## config.mk

```make
export PLATFORM = sky130hd
export DESIGN_NAME = ram_alu_seq
export DESIGN_NICKNAME = d
export VERILOG_FILES = /design/src/rtl/ram_alu_seq.sv
export SDC_FILE = /design/constraint.sdc
export NUM_CORES = 1
export LEC_CHECK = 0
export ABC_AREA = 1
export BUFFER_PORTS_ARGS = -buffer_cell sky130_fd_sc_hd__buf_2
export CAP_MARGIN = 20
export CORE_MARGIN = 2
export CORE_UTILIZATION = 50
export CTS_BUF_LIST = sky130_fd_sc_hd__clkbuf_4 sky130_fd_sc_hd__clkbuf_8 sky130_fd_sc_hd__clkbuf_16
export DETAILED_ROUTE_END_ITERATION = 10
export PLACE_DENSITY = 0.76
export SYNTH_ARGS = -nofsm -noshare
export SYNTH_HDL_FRONTEND = slang
export SYNTH_SLANG_ARGS = --single-unit
```

## constraint.sdc

```tcl
create_clock -name clk -period 1.7 [get_ports clk]
set_input_delay 0.17 -clock clk [delete_from_list [all_inputs] [get_ports clk]]
set_output_delay 0.17 -clock clk [all_outputs]
set_load 0.05 [all_outputs]
```

## src/rtl/ram_alu_seq.sv

```systemverilog
// Sequencer in front of the RAM_ALU stage. It takes one {op, X, Y} job at a time,
// writes X to addr 0 and Y to addr 1, reads the result from addr 2 and holds it for
// the downstream consumer. A job whose divisor is zero is answered with an error
// at once and never reaches the ALU.
module ram_alu_seq #(
    parameter int DW     = 16,
    parameter int RW     = 32,
    parameter int RD_LAT = 1,
    parameter int CW     = 8
) (
    input  logic          clk,
    input  logic          rst_n,
    input  logic          in_valid,
    output logic          in_ready,
    input  logic [1:0]    in_op,
    input  logic [DW-1:0] in_x,
    input  logic [DW-1:0] in_y,
    output logic          out_valid,
    input  logic          out_ready,
    output logic [RW-1:0] out_result,
    output logic          out_err,
    output logic [1:0]    out_op,
    output logic [CW-1:0] job_cnt,
    output logic          alu_e,
    output logic [1:0]    alu_op,
    output logic [DW-1:0] alu_din,
    output logic [1:0]    alu_addr,
    output logic          alu_w,
    output logic          alu_r,
    input  logic [RW-1:0] alu_dout
);

    // Read-phase down-counter width; at least one bit even when RD_LAT is 1.
    localparam int LW = (RD_LAT > 1) ? $clog2(RD_LAT) : 1;

    typedef enum logic [2:0] {
        IDLE,
        WR_X,
        WR_Y,
        RD,
        HOLD
    } state_t;

    state_t        state_reg, state_next;
    logic          in_ready_reg, in_ready_next;
    logic          out_valid_reg, out_valid_next;
    logic [RW-1:0] out_result_reg, out_result_next;
    logic          out_err_reg, out_err_next;
    logic [1:0]    out_op_reg, out_op_next;
    logic [CW-1:0] job_cnt_reg, job_cnt_next;
    logic          alu_e_reg, alu_e_next;
    logic [1:0]    alu_op_reg, alu_op_next;
    logic [DW-1:0] alu_din_reg, alu_din_next;
    logic [1:0]    alu_addr_reg, alu_addr_next;
    logic          alu_w_reg, alu_w_next;
    logic          alu_r_reg, alu_r_next;
    logic [DW-1:0] y_reg, y_next;
    logic [LW-1:0] rd_cnt_reg, rd_cnt_next;
    logic          zero_div;

    // Divisor check on the offered job: op1/op2 divide by Y, op3 divides by X-Y.
    always_comb begin
        zero_div = (((in_op == 2'd1) || (in_op == 2'd2)) && (in_y == '0)) ||
                   ((in_op == 2'd3) && (in_x == in_y));
    end

    // State and registered outputs; reset aborts any job in flight.
    always_ff @(posedge clk or negedge rst_n) begin
        if (!rst_n) begin
            state_reg      <= IDLE;
            in_ready_reg   <= 1'b0;
            out_valid_reg  <= 1'b0;
            out_result_reg <= '0;
            out_err_reg    <= 1'b0;
            out_op_reg     <= 2'd0;
            job_cnt_reg    <= '0;
            alu_e_reg      <= 1'b0;
            alu_op_reg     <= 2'd0;
            alu_din_reg    <= '0;
            alu_addr_reg   <= 2'd0;
            alu_w_reg      <= 1'b0;
            alu_r_reg      <= 1'b0;
            y_reg          <= '0;
            rd_cnt_reg     <= '0;
        end else begin
            state_reg      <= state_next;
            in_ready_reg   <= in_ready_next;
            out_valid_reg  <= out_valid_next;
            out_result_reg <= out_result_next;
            out_err_reg    <= out_err_next;
            out_op_reg     <= out_op_next;
            job_cnt_reg    <= job_cnt_next;
            alu_e_reg      <= alu_e_next;
            alu_op_reg     <= alu_op_next;
            alu_din_reg    <= alu_din_next;
            alu_addr_reg   <= alu_addr_next;
            alu_w_reg      <= alu_w_next;
            alu_r_reg      <= alu_r_next;
            y_reg          <= y_next;
            rd_cnt_reg     <= rd_cnt_next;
        end
    end

    // Next-state and next-output logic; the ALU strobes are set one cycle ahead
    // so that each registered strobe lines up with its phase.
    always_comb begin
        state_next      = state_reg;
        in_ready_next   = in_ready_reg;
        out_valid_next  = out_valid_reg;
        out_result_next = out_result_reg;
        out_err_next    = out_err_reg;
        out_op_next     = out_op_reg;
        job_cnt_next    = job_cnt_reg;
        alu_e_next      = 1'b1;
        alu_op_next     = alu_op_reg;
        alu_din_next    = alu_din_reg;
        alu_addr_next   = alu_addr_reg;
        alu_w_next      = alu_w_reg;
        alu_r_next      = alu_r_reg;
        y_next          = y_reg;
        rd_cnt_next     = rd_cnt_reg;

        case (state_reg)
            IDLE: begin
                if (in_valid && in_ready_reg) begin
                    in_ready_next = 1'b0;
                    out_op_next   = in_op;
                    if (zero_div) begin
                        state_next      = HOLD;
                        out_valid_next  = 1'b1;
                        out_err_next    = 1'b1;
                        out_result_next = '0;
                    end else begin
                        state_next    = WR_X;
                        y_next        = in_y;
                        alu_op_next   = in_op;
                        alu_addr_next = 2'd0;
                        alu_din_next  = in_x;
                        alu_w_next    = 1'b1;
                    end
                end else begin
                    // Also raises in_ready on the first clock after reset release.
                    in_ready_next = 1'b1;
                end
            end
            WR_X: begin
                state_next    = WR_Y;
                alu_addr_next = 2'd1;
                alu_din_next  = y_reg;
                alu_w_next    = 1'b1;
            end
            WR_Y: begin
                state_next    = RD;
                alu_addr_next = 2'd2;
                alu_w_next    = 1'b0;
                alu_r_next    = 1'b1;
                rd_cnt_next   = LW'(RD_LAT - 1);
            end
            RD: begin
                if (rd_cnt_reg == '0) begin
                    state_next      = HOLD;
                    out_result_next = alu_dout;
                    out_err_next    = 1'b0;
                    out_valid_next  = 1'b1;
                    out_op_next     = alu_op_reg;
                    alu_r_next      = 1'b0;
                    alu_addr_next   = 2'd0;
                end else begin
                    rd_cnt_next = rd_cnt_reg - LW'(1);
                end
            end
            HOLD: begin
                if (out_ready) begin
                    state_next     = IDLE;
                    out_valid_next = 1'b0;
                    job_cnt_next   = job_cnt_reg + CW'(1);
                    in_ready_next  = 1'b1;
                end
            end
            default: begin
                state_next = IDLE;
            end
        endcase
    end

    assign in_ready   = in_ready_reg;
    assign out_valid  = out_valid_reg;
    assign out_result = out_result_reg;
    assign out_err    = out_err_reg;
    assign out_op     = out_op_reg;
    assign job_cnt    = job_cnt_reg;
    assign alu_e      = alu_e_reg;
    assign alu_op     = alu_op_reg;
    assign alu_din    = alu_din_reg;
    assign alu_addr   = alu_addr_reg;
    assign alu_w      = alu_w_reg;
    assign alu_r      = alu_r_reg;

endmodule

```

# Word-level counts from Yosys, hierarchy flattened
# Cells that the tools add are included.
[classes] addsub=2 n_eq_ne=13 mux=35 bitwise_logic=1 reduce_logical=25
[ops] op="2-to-1 mux 32 bit" n=3
[ops] op="one-hot mux 32 bit (2 select lines)" n=1
[ops] op="2-to-1 mux 16 bit" n=2
[ops] op="one-hot mux 16 bit (2 select lines)" n=1
[ops] op="== test 16 bit" n=1
[ops] op="zero test 16 bit" n=1
[ops] op="one-hot mux 3 bit (5 select lines)" n=1
[ops] op="AND reduction 3 bit" n=5
[ops] op="2-to-1 mux 3 bit" n=4
[ops] op="2-to-1 mux 1 bit" n=10
[ops] op="2-to-1 mux 2 bit" n=5
[ops] op="inequality test 2 bit (second input constant)" n=5
[ops] op="adder 8 x 1 -> 8 bit (second input constant)" n=1
[ops] op="one-hot mux 1 bit (2 select lines)" n=4
[ops] op="one-hot mux 2 bit (4 select lines)" n=1
[ops] op="AND reduction 4 bit" n=2
[ops] op="nonzero test 2 bit" n=4
[ops] op="== test 3 x 2 -> 1 bit (second input constant)" n=2
[ops] op="one-hot mux 1 bit (3 select lines)" n=2
[ops] op="AND reduction 2 bit" n=3
[ops] op="nonzero test 3 bit" n=2
[ops] op="AND reduction 5 bit" n=1
[ops] op="== test 2 bit (second input constant)" n=2
[ops] op="one-hot mux 2 bit (2 select lines)" n=1
[ops] op="9 further kinds" n=12
[word_totals] ff_bits=88 inputBits=70

# Logic depth before layout (Yosys ltp)
# Gate-level depths: netlist of run 1.
[depth] ltp_word=7 ltp_mapped=13 mapped_depth_nobuf=12

# Worst setup path before layout of run 1
# Ideal clock, no wire load.
[synth_path] path_kind="register -> register" startpoint="register in_ready_reg, in the netlist in_ready" endpoint="register alu_din_reg[10], in the netlist alu_din[10]" setup_ps=119 arrival_ps=1662 path_slack_ps=-81 path_stages_with_launch=7 n_path_buf=1 cell_sequence="dfrtp_1 > nand2_1 > a21oi_2 > nand3_4 > buf_6 > nand2_1 > nand2_1"
[synth_via] elab_chain_len=3
[synth_lines] element="start, declared" line_no="45" rtl="logic in_ready_reg, in_ready_next;"
[synth_lines] element="start signal, assigned" line_no="87" rtl="in_ready_reg <= in_ready_next;"
[synth_lines] element="logical AND 1 bit" line_no="125" rtl="if (in_valid && in_ready_reg) begin"
[synth_lines] element="inequality test 2 bit (no line)"
[synth_lines] element="AND reduction 3 bit (no line)"
[synth_lines] element="end signal, assigned" line_no="95" rtl="alu_din_reg <= alu_din_next;"
[synth_lines] element="end, declared" line_no="53" rtl="logic [DW-1:0] alu_din_reg, alu_din_next;"
# Every way passes these cells.
# A chain may end at the register's enable or synchronous reset.

# Worst setup path after layout of run 1
[layout_path] startpoint="register state_reg[0]" endpoint="register y_reg[10]"
[layout_via] elab_chain_len=2
[layout_lines] element="start, declared" line_no="44" rtl="state_t state_reg, state_next;"
[layout_lines] element="start signal, assigned" line_no="86" rtl="state_reg <= state_next;"
[layout_lines] element="zero test 3 bit" line_no="123" rtl="case (state_reg)"
[layout_lines] element="AND reduction 3 bit (no line)"
[layout_lines] element="end signal, assigned" line_no="99" rtl="y_reg <= y_next;"
[layout_lines] element="end, declared" line_no="57" rtl="logic [DW-1:0] y_reg, y_next;"
# Every way passes these cells.

==> flow_summary.json, run 1 <==
{
  "syn-instance-count": 493,
  "largest_reg_flops": 32,
  "cp.required_ps": 1970,
  "cp_top_family": "simple AND/OR/NAND/NOR gates",
  "dpl_cell_area_mm2": 0.00494,
  "crit_fanout": 17,
  "grt_pass1_vias": 3386,
  "synth_nets": 565,
  "grt_pass1_wl_um": 15600,
  "die_area_mm2": 0.00893,
  "ys_seq_elements": 87,
  "diodes": 0,
  "synth_warnings": 0,
  "crit_arrival_ps": 1830,
  "peakVddDrop_mv": 0.967,
  "total_power_w": 0.0104,
  "clk-insertion-delay-late_ps": 350,
  "met1_usage": 0.305,
  "globalRouteMet3Util": 0.0447,
  "criticalPathCategory": "register to register",
  "fin_area_mm2": 0.00527,
  "maxCapViolCount": 0,
  "ioPinCount": 138,
  "outcome": "finished, final reports clean",
  "clkTransAtPathRegs_ps": 90,
  "place_ws_ps": -200,
  "slowest_delay_ps": 430,
  "hp-class": "primary input to register",
  "numCtsBuffers": 9,
  "syn_to_final_growth_pct": 28.6,
  "cts.path.max_buffers": 2,
  "period_share": 0.915,
  "overflow": 0,
  "grt.total_usage": 0.224,
  "use_met2": 0.361,
  "std_cell_rows": 33,
  "portBuffers": 137,
  "yosys.area.top_type": "dfrtp_1",
  "gp_congestion": 0.926,
  "instances_no_fill": 760,
  "num-nets-final": 722,
  "worst-path-buf-inv": 1,
  "yosysSeqAreaShare": 0.531,
  "worst_setup_path_start_kind": "register",
  "p_leak_nw": 3.02,
  "drc_errors": 0,
  "fin_worst_skew_ps": 12.9,
  "endpoint_kind": "register",
  "antenna_found_initial": 0,
  "critPathMostFrequentCell": "nor2_4",
  "place_hpwl_um": 7220,
  "start_util": 0.506,
  "firstDrtPassIters": 5,
  "avgSynthCellArea_um2": 8.31,
  "grt_max_degree": 39,
  "p_per_area_mw_per_mm2": 1980,
  "yosys.cell_types.count": 33,
  "drive_above_1_share": 0.301,
  "syn_area_mm2": 0.00410,
  "wl_per_cell_um": 13.0,
  "finalHoldViolations": 0,
  "async_reset_ff_frac": 1.00,
  "htreeDepth": 3,
  "core-area_mm2": 0.00809,
  "cts_root_buf": "clkbuf_8",
  "die_x_um": 94.5,
  "drt_wl_total_um": 9880,
  "synth.top_cells.by_area": "dfrtp_1 53%, nand2_1 20%, inv_1 3.9%",
  "ant_nets": 0,
  "dpl.cell_count": 734,
  "setup_viol": 0,
  "cts_setup_buffers": 0,
  "vias": 3722,
  "synth_edf_count": 0,
  "cts_tree": "yes",
  "clock-sinks": 87,
  "setup_tns_ps": 0,
  "finalMaxSlewViolations": 0,
  "first_iter_violations": 196,
  "cp_slowest_cell": "dfrtp_1",
  "synth_top_area_share": 0.531,
  "synth_flop_cell": "dfrtp_1",
  "clock.fmax_mhz": 643,
  "grt_setup_unrepaired": "no",
  "period_needed_ps": 1550,
  "fin_ws_ps": 145,
  "viasPerCell": 4.90,
  "top_usage_layer": "met2",
  "crit_chain": "nor2_4, inv_2, nor2_8, nand3_4, nor2_4, nand2_1, o21ai_0",
  "die_h_um": 94.5
}
[where the power goes]
part / leakage [nW] / switching [W] / total [W] / internal, W
logic: 1.82 / 0.00407 / 0.00549 / 0.00142
clock network: 0.111 / 0.000741 / 0.00161 / 0.000865
registers: 1.09 / 0.000450 / 0.00335 / 0.00290
[kinds of logic (layout without fill, tap and decap cells)]
logic type,count (synthesis),count (layout),share of synthesized area
flip-flops,87,87,0.531
XOR/XNOR,12,12,0.0257
AO/OA/AOI/OAI,44,44,0.0593
other,1,1,0.000915
buffers and inverters,63,224,0.0730
AND/OR/NAND/NOR,284,285,0.304
adder cells (fa/ha/maj),2,2,0.00611
[stage by stage]
step	hold slack, ps	util
after floorplan	-126	-
after global placement	157	0.610
after detailed placement	165	0.610
after CTS	0.544	0.647
after global routing	3.67	0.651
final	12.3	0.651
[repair_timing]
item                                    4_1_cts  5_1_grt
hold buffers                                  8        1
endpoints found under the setup margin        3       52
pin swaps                                     0        1
gates resized for setup                       1        4
endpoints found under the hold margin        42        1
gates cloned                                  0        1
[synth_stat cells (all sizes together) (5+ instances only)]
cell	instances
xor2	6
a21oi	5
nand2	224
o21ai	36
buf	11
inv	46
xnor2	6
dfrtp	87
nand4	18
nand3	11
nor2	26
clkbuf	6
[worst paths after layout]
path	slack (ps)	from	cells after the start	to
min in group asynchronous	360	rst_n	2	alu_op[1]$_DFFE_PN0P_
hold / removal	10	alu_dout[27]	3	out_result[27]$_DFFE_PN0P_
max in group asynchronous	740	rst_n	3	in_ready$_DFFE_PN0P_
setup reg to reg	150	state_reg[0]$_DFFE_PN0P_	7	y_reg[10]$_DFFE_PN0P_
setup / recovery	150	state_reg[0]$_DFFE_PN0P_	7	y_reg[10]$_DFFE_PN0P_
hold reg to reg	470	out_result[0]$_DFFE_PN0P_	2	out_result[0]$_DFFE_PN0P_
[worst register-to-register path: stages (launching register included)]
cell	delay (ps)
dfrtp_1	430
nor2_4	110
inv_2	70
nor2_8	100
nand3_4	150
nor2_4	430
nand2_1	110
o21ai_0	90
[layout make-up]
cell class	count	area (µm²)
Multi-Input combinational cell	344	1640
Timing Repair Buffer	162	923
Clock inverter	5	81.3
Clock buffer	11	139
Sequential cell	87	2180
Inverter	46	173
Tap cell	105	131
Fill cell	724	2820
[per-layer routing]
metal / wire [µm] / share of wire / up-vias
met5: 0 / 0 / -
met1: 4270 / 0.43 / 1741
li1: - / - / 1847
met2: 4890 / 0.49 / 116
met3: 528 / 0.053 / 18
met4: 193 / 0.020 / 0
[cells in the final DEF (no fill, tap or decap), types with 3 or more instances in the layout]
master and n:
dfrtp_1 85, a21oi_1 4, inv_1 43, o21ai_0 30, buf_2 136, buf_4 15
nand3_1 8, xor2_1 6, nand2_2 3, clkbuf_8 9, nor2_1 18, dlygate4sd3_1 9
xnor2_1 6, nand2_1 219, nor2_2 3, o21ai_2 4, nand4_1 18, inv_2 3
nor2_4 5
No activity file was read; power rests on OpenSTA's default activity.
==> inputs of run 2 (changes only) <==
--- a/config.mk
+++ b/config.mk
@@ -14,2 +14,3 @@
 export DETAILED_ROUTE_END_ITERATION = 10
+export MAX_ROUTING_LAYER = met4
 export PLACE_DENSITY = 0.76
==> constraint.sdc (replaced) <==
create_clock -name clk -period 1.7 [get_ports clk]
set_input_delay 0.085 -clock clk [delete_from_list [all_inputs] [get_ports clk]]
set_output_delay 0.085 -clock clk [all_outputs]
set_load 0.05 [all_outputs]
==> flow_summary.json, run 2 (synthesis results as in run 1) <==
{
  "syn_to_final_growth_pct": 42.0,
  "r2r_end": "out_result[24]$_DFFE_PN0P_",
  "std_cell_rows": 33,
  "drive_above_1_share": 0.304,
  "peakVddDrop_mv": 0.971,
  "crit_chain": "nor2_4, inv_2, nor2_8, buf_4, o21ai_1, inv_2, nand2_8, nand2_1, nand2_1",
  "ant_nets": 0,
  "period_share": 0.957,
  "finalMaxSlewViolations": 0,
  "final_util": 0.719,
  "viasPerCell": 4.94,
  "grt_pass1_wl_um": 17100,
  "ff2ff_path_depth": 9,
  "htreeDepth": 3,
  "drc_errors": 0,
  "gp_congestion": 0.830,
  "clock-sinks": 87,
  "maxCapViolCount": 0,
  "grt_setup_unrepaired": "yes",
  "cts_tree": "yes",
  "overflow": 0,
  "place_ws_ps": -83.2,
  "firstDrtPassIters": 5,
  "largest_reg_flops": 32,
  "grt_pass1_vias": 3700,
  "grt_max_degree": 40,
  "worst-path-buf-inv": 3,
  "die_area_mm2": 0.00893,
  "worstHoldStart": "in_y[2]",
  "vias": 3990,
  "total_power_w": 0.0108,
  "clk-insertion-delay-late_ps": 350,
  "relSlewSlack": 0.627,
  "cp.required_ps": 1940,
  "path_depth": 9,
  "place_hpwl_um": 7130,
  "worst_setup_path_start_kind": "register",
  "numCtsBuffers": 9,
  "fin_worst_skew_ps": 10.1,
  "wl_per_cell_um": 14.0,
  "r2r_setup_slack_ps": 70,
  "period_needed_ps": 1630,
  "die_h_um": 94.5,
  "drt_wl_total_um": 11300,
  "num-nets-final": 771,
  "clkTransAtPathRegs_ps": 90,
  "crit_arrival_ps": 1870,
  "p_per_area_mw_per_mm2": 1860,
  "cts_root_buf": "clkbuf_8",
  "critPathLaunch": "state_reg[0]$_DFFE_PN0P_",
  "core-area_mm2": 0.00809,
  "hold_path_depth": 3,
  "cp_top_family": "simple AND/OR/NAND/NOR gates",
  "slowest_delay_ps": 420,
  "p_leak_nw": 3.22,
  "first_iter_violations": 167,
  "outcome": "finished, final reports clean",
  "criticalPathCategory": "register to register",
  "finalHoldViolations": 0,
  "crit_fanout": 17,
  "layout_common_cells": "218 x nand2_1, 136 x buf_2, 84 x dfrtp_1",
  "setup_viol": 0,
  "min_to": "y_reg[2]$_DFFE_PN0P_",
  "final_common_cell": "nand2_1",
  "worst_slew_pin_slew_ps": 554,
  "portBuffers": 137,
  "start_util": 0.506,
  "grt.total_usage": 0.253,
  "cp_slowest_cell": "dfrtp_1",
  "ioPinCount": 138,
  "diodes": 0,
  "cts.path.max_buffers": 2,
  "r2r-start": "state_reg[0]$_DFFE_PN0P_",
  "endpoint_kind": "register",
  "die_x_um": 94.5,
  "clock.fmax_mhz": 615,
  "hp-class": "primary input to register",
  "antenna_found_initial": 0,
  "fin_ws_ps": 73.1
}
## run 2: through the flow
| step | area (µm²) | TNS [ps] | cells | hold slack (ps) |
|---|---|---|---|---|
| floorplan | 4100 | 0 | 493 | -211 |
| global placement | 4950 | 0 | 736 | 92.5 |
| finish | 5820 | 0 | 808 | 11.4 |
| detailed placement | 4950 | -406 | 736 | 99.2 |
| CTS | 5610 | 0 | 797 | 3.65 |
| global route | 5820 | -39.0 | 808 | 35.5 |
## run 2: power breakdown
part / switching, W / leakage [nW] / total [W] / internal (W)
Sequential: 0.000480 / 1.09 / 0.00338 / 0.00290
Clock: 0.000768 / 0.0972 / 0.00145 / 0.000684
Combinational: 0.00431 / 2.04 / 0.00596 / 0.00165
## run 2: worst max-delay path by stage
stage                                      end
floorplan              alu_din[10]$_DFFE_PN0P_
global placement          y_reg[8]$_DFFE_PN0P_
detailed placement       y_reg[12]$_DFFE_PN0P_
CTS                  out_result[7]$_DFFE_PN0P_
global route            job_cnt[7]$_DFFE_PN0P_
finish              out_result[24]$_DFFE_PN0P_
## run 2: per-layer routing
layer,vias to the layer above,wire [µm],GRT usage
met5,-,0,-
met1,1878,4720,0.322
li1,1951,-,-
met3,34,504,0.0383
met4,0,287,0.103
met2,127,5760,0.410
## run 2: layout make-up
class                      count  area, µm²
fill                         644       2280
sequential                    87       2180
multi-input combinational    346       1730
timing repair buffer         209       1400
inverter                      46        173
tap                          105        131
clock buffer                   9        124
clock inverter                 6       71.3
## run 2: worst register-to-register path, stage by stage (launching register included)
cell	delay [ps]
dfrtp_1	420
nor2_4	140
inv_2	80
nor2_8	110
buf_4	160
o21ai_1	80
inv_2	210
nand2_8	160
nand2_1	110
nand2_1	60
## run 2: timing repair
action,4_1_cts,5_1_grt
hold buffers,45,0
gates cloned,1,2
pin swaps,0,9
setup buffers,0,9
setup endpoints to repair,7,67
gates resized for setup,1,19
hold endpoints to repair,80,0
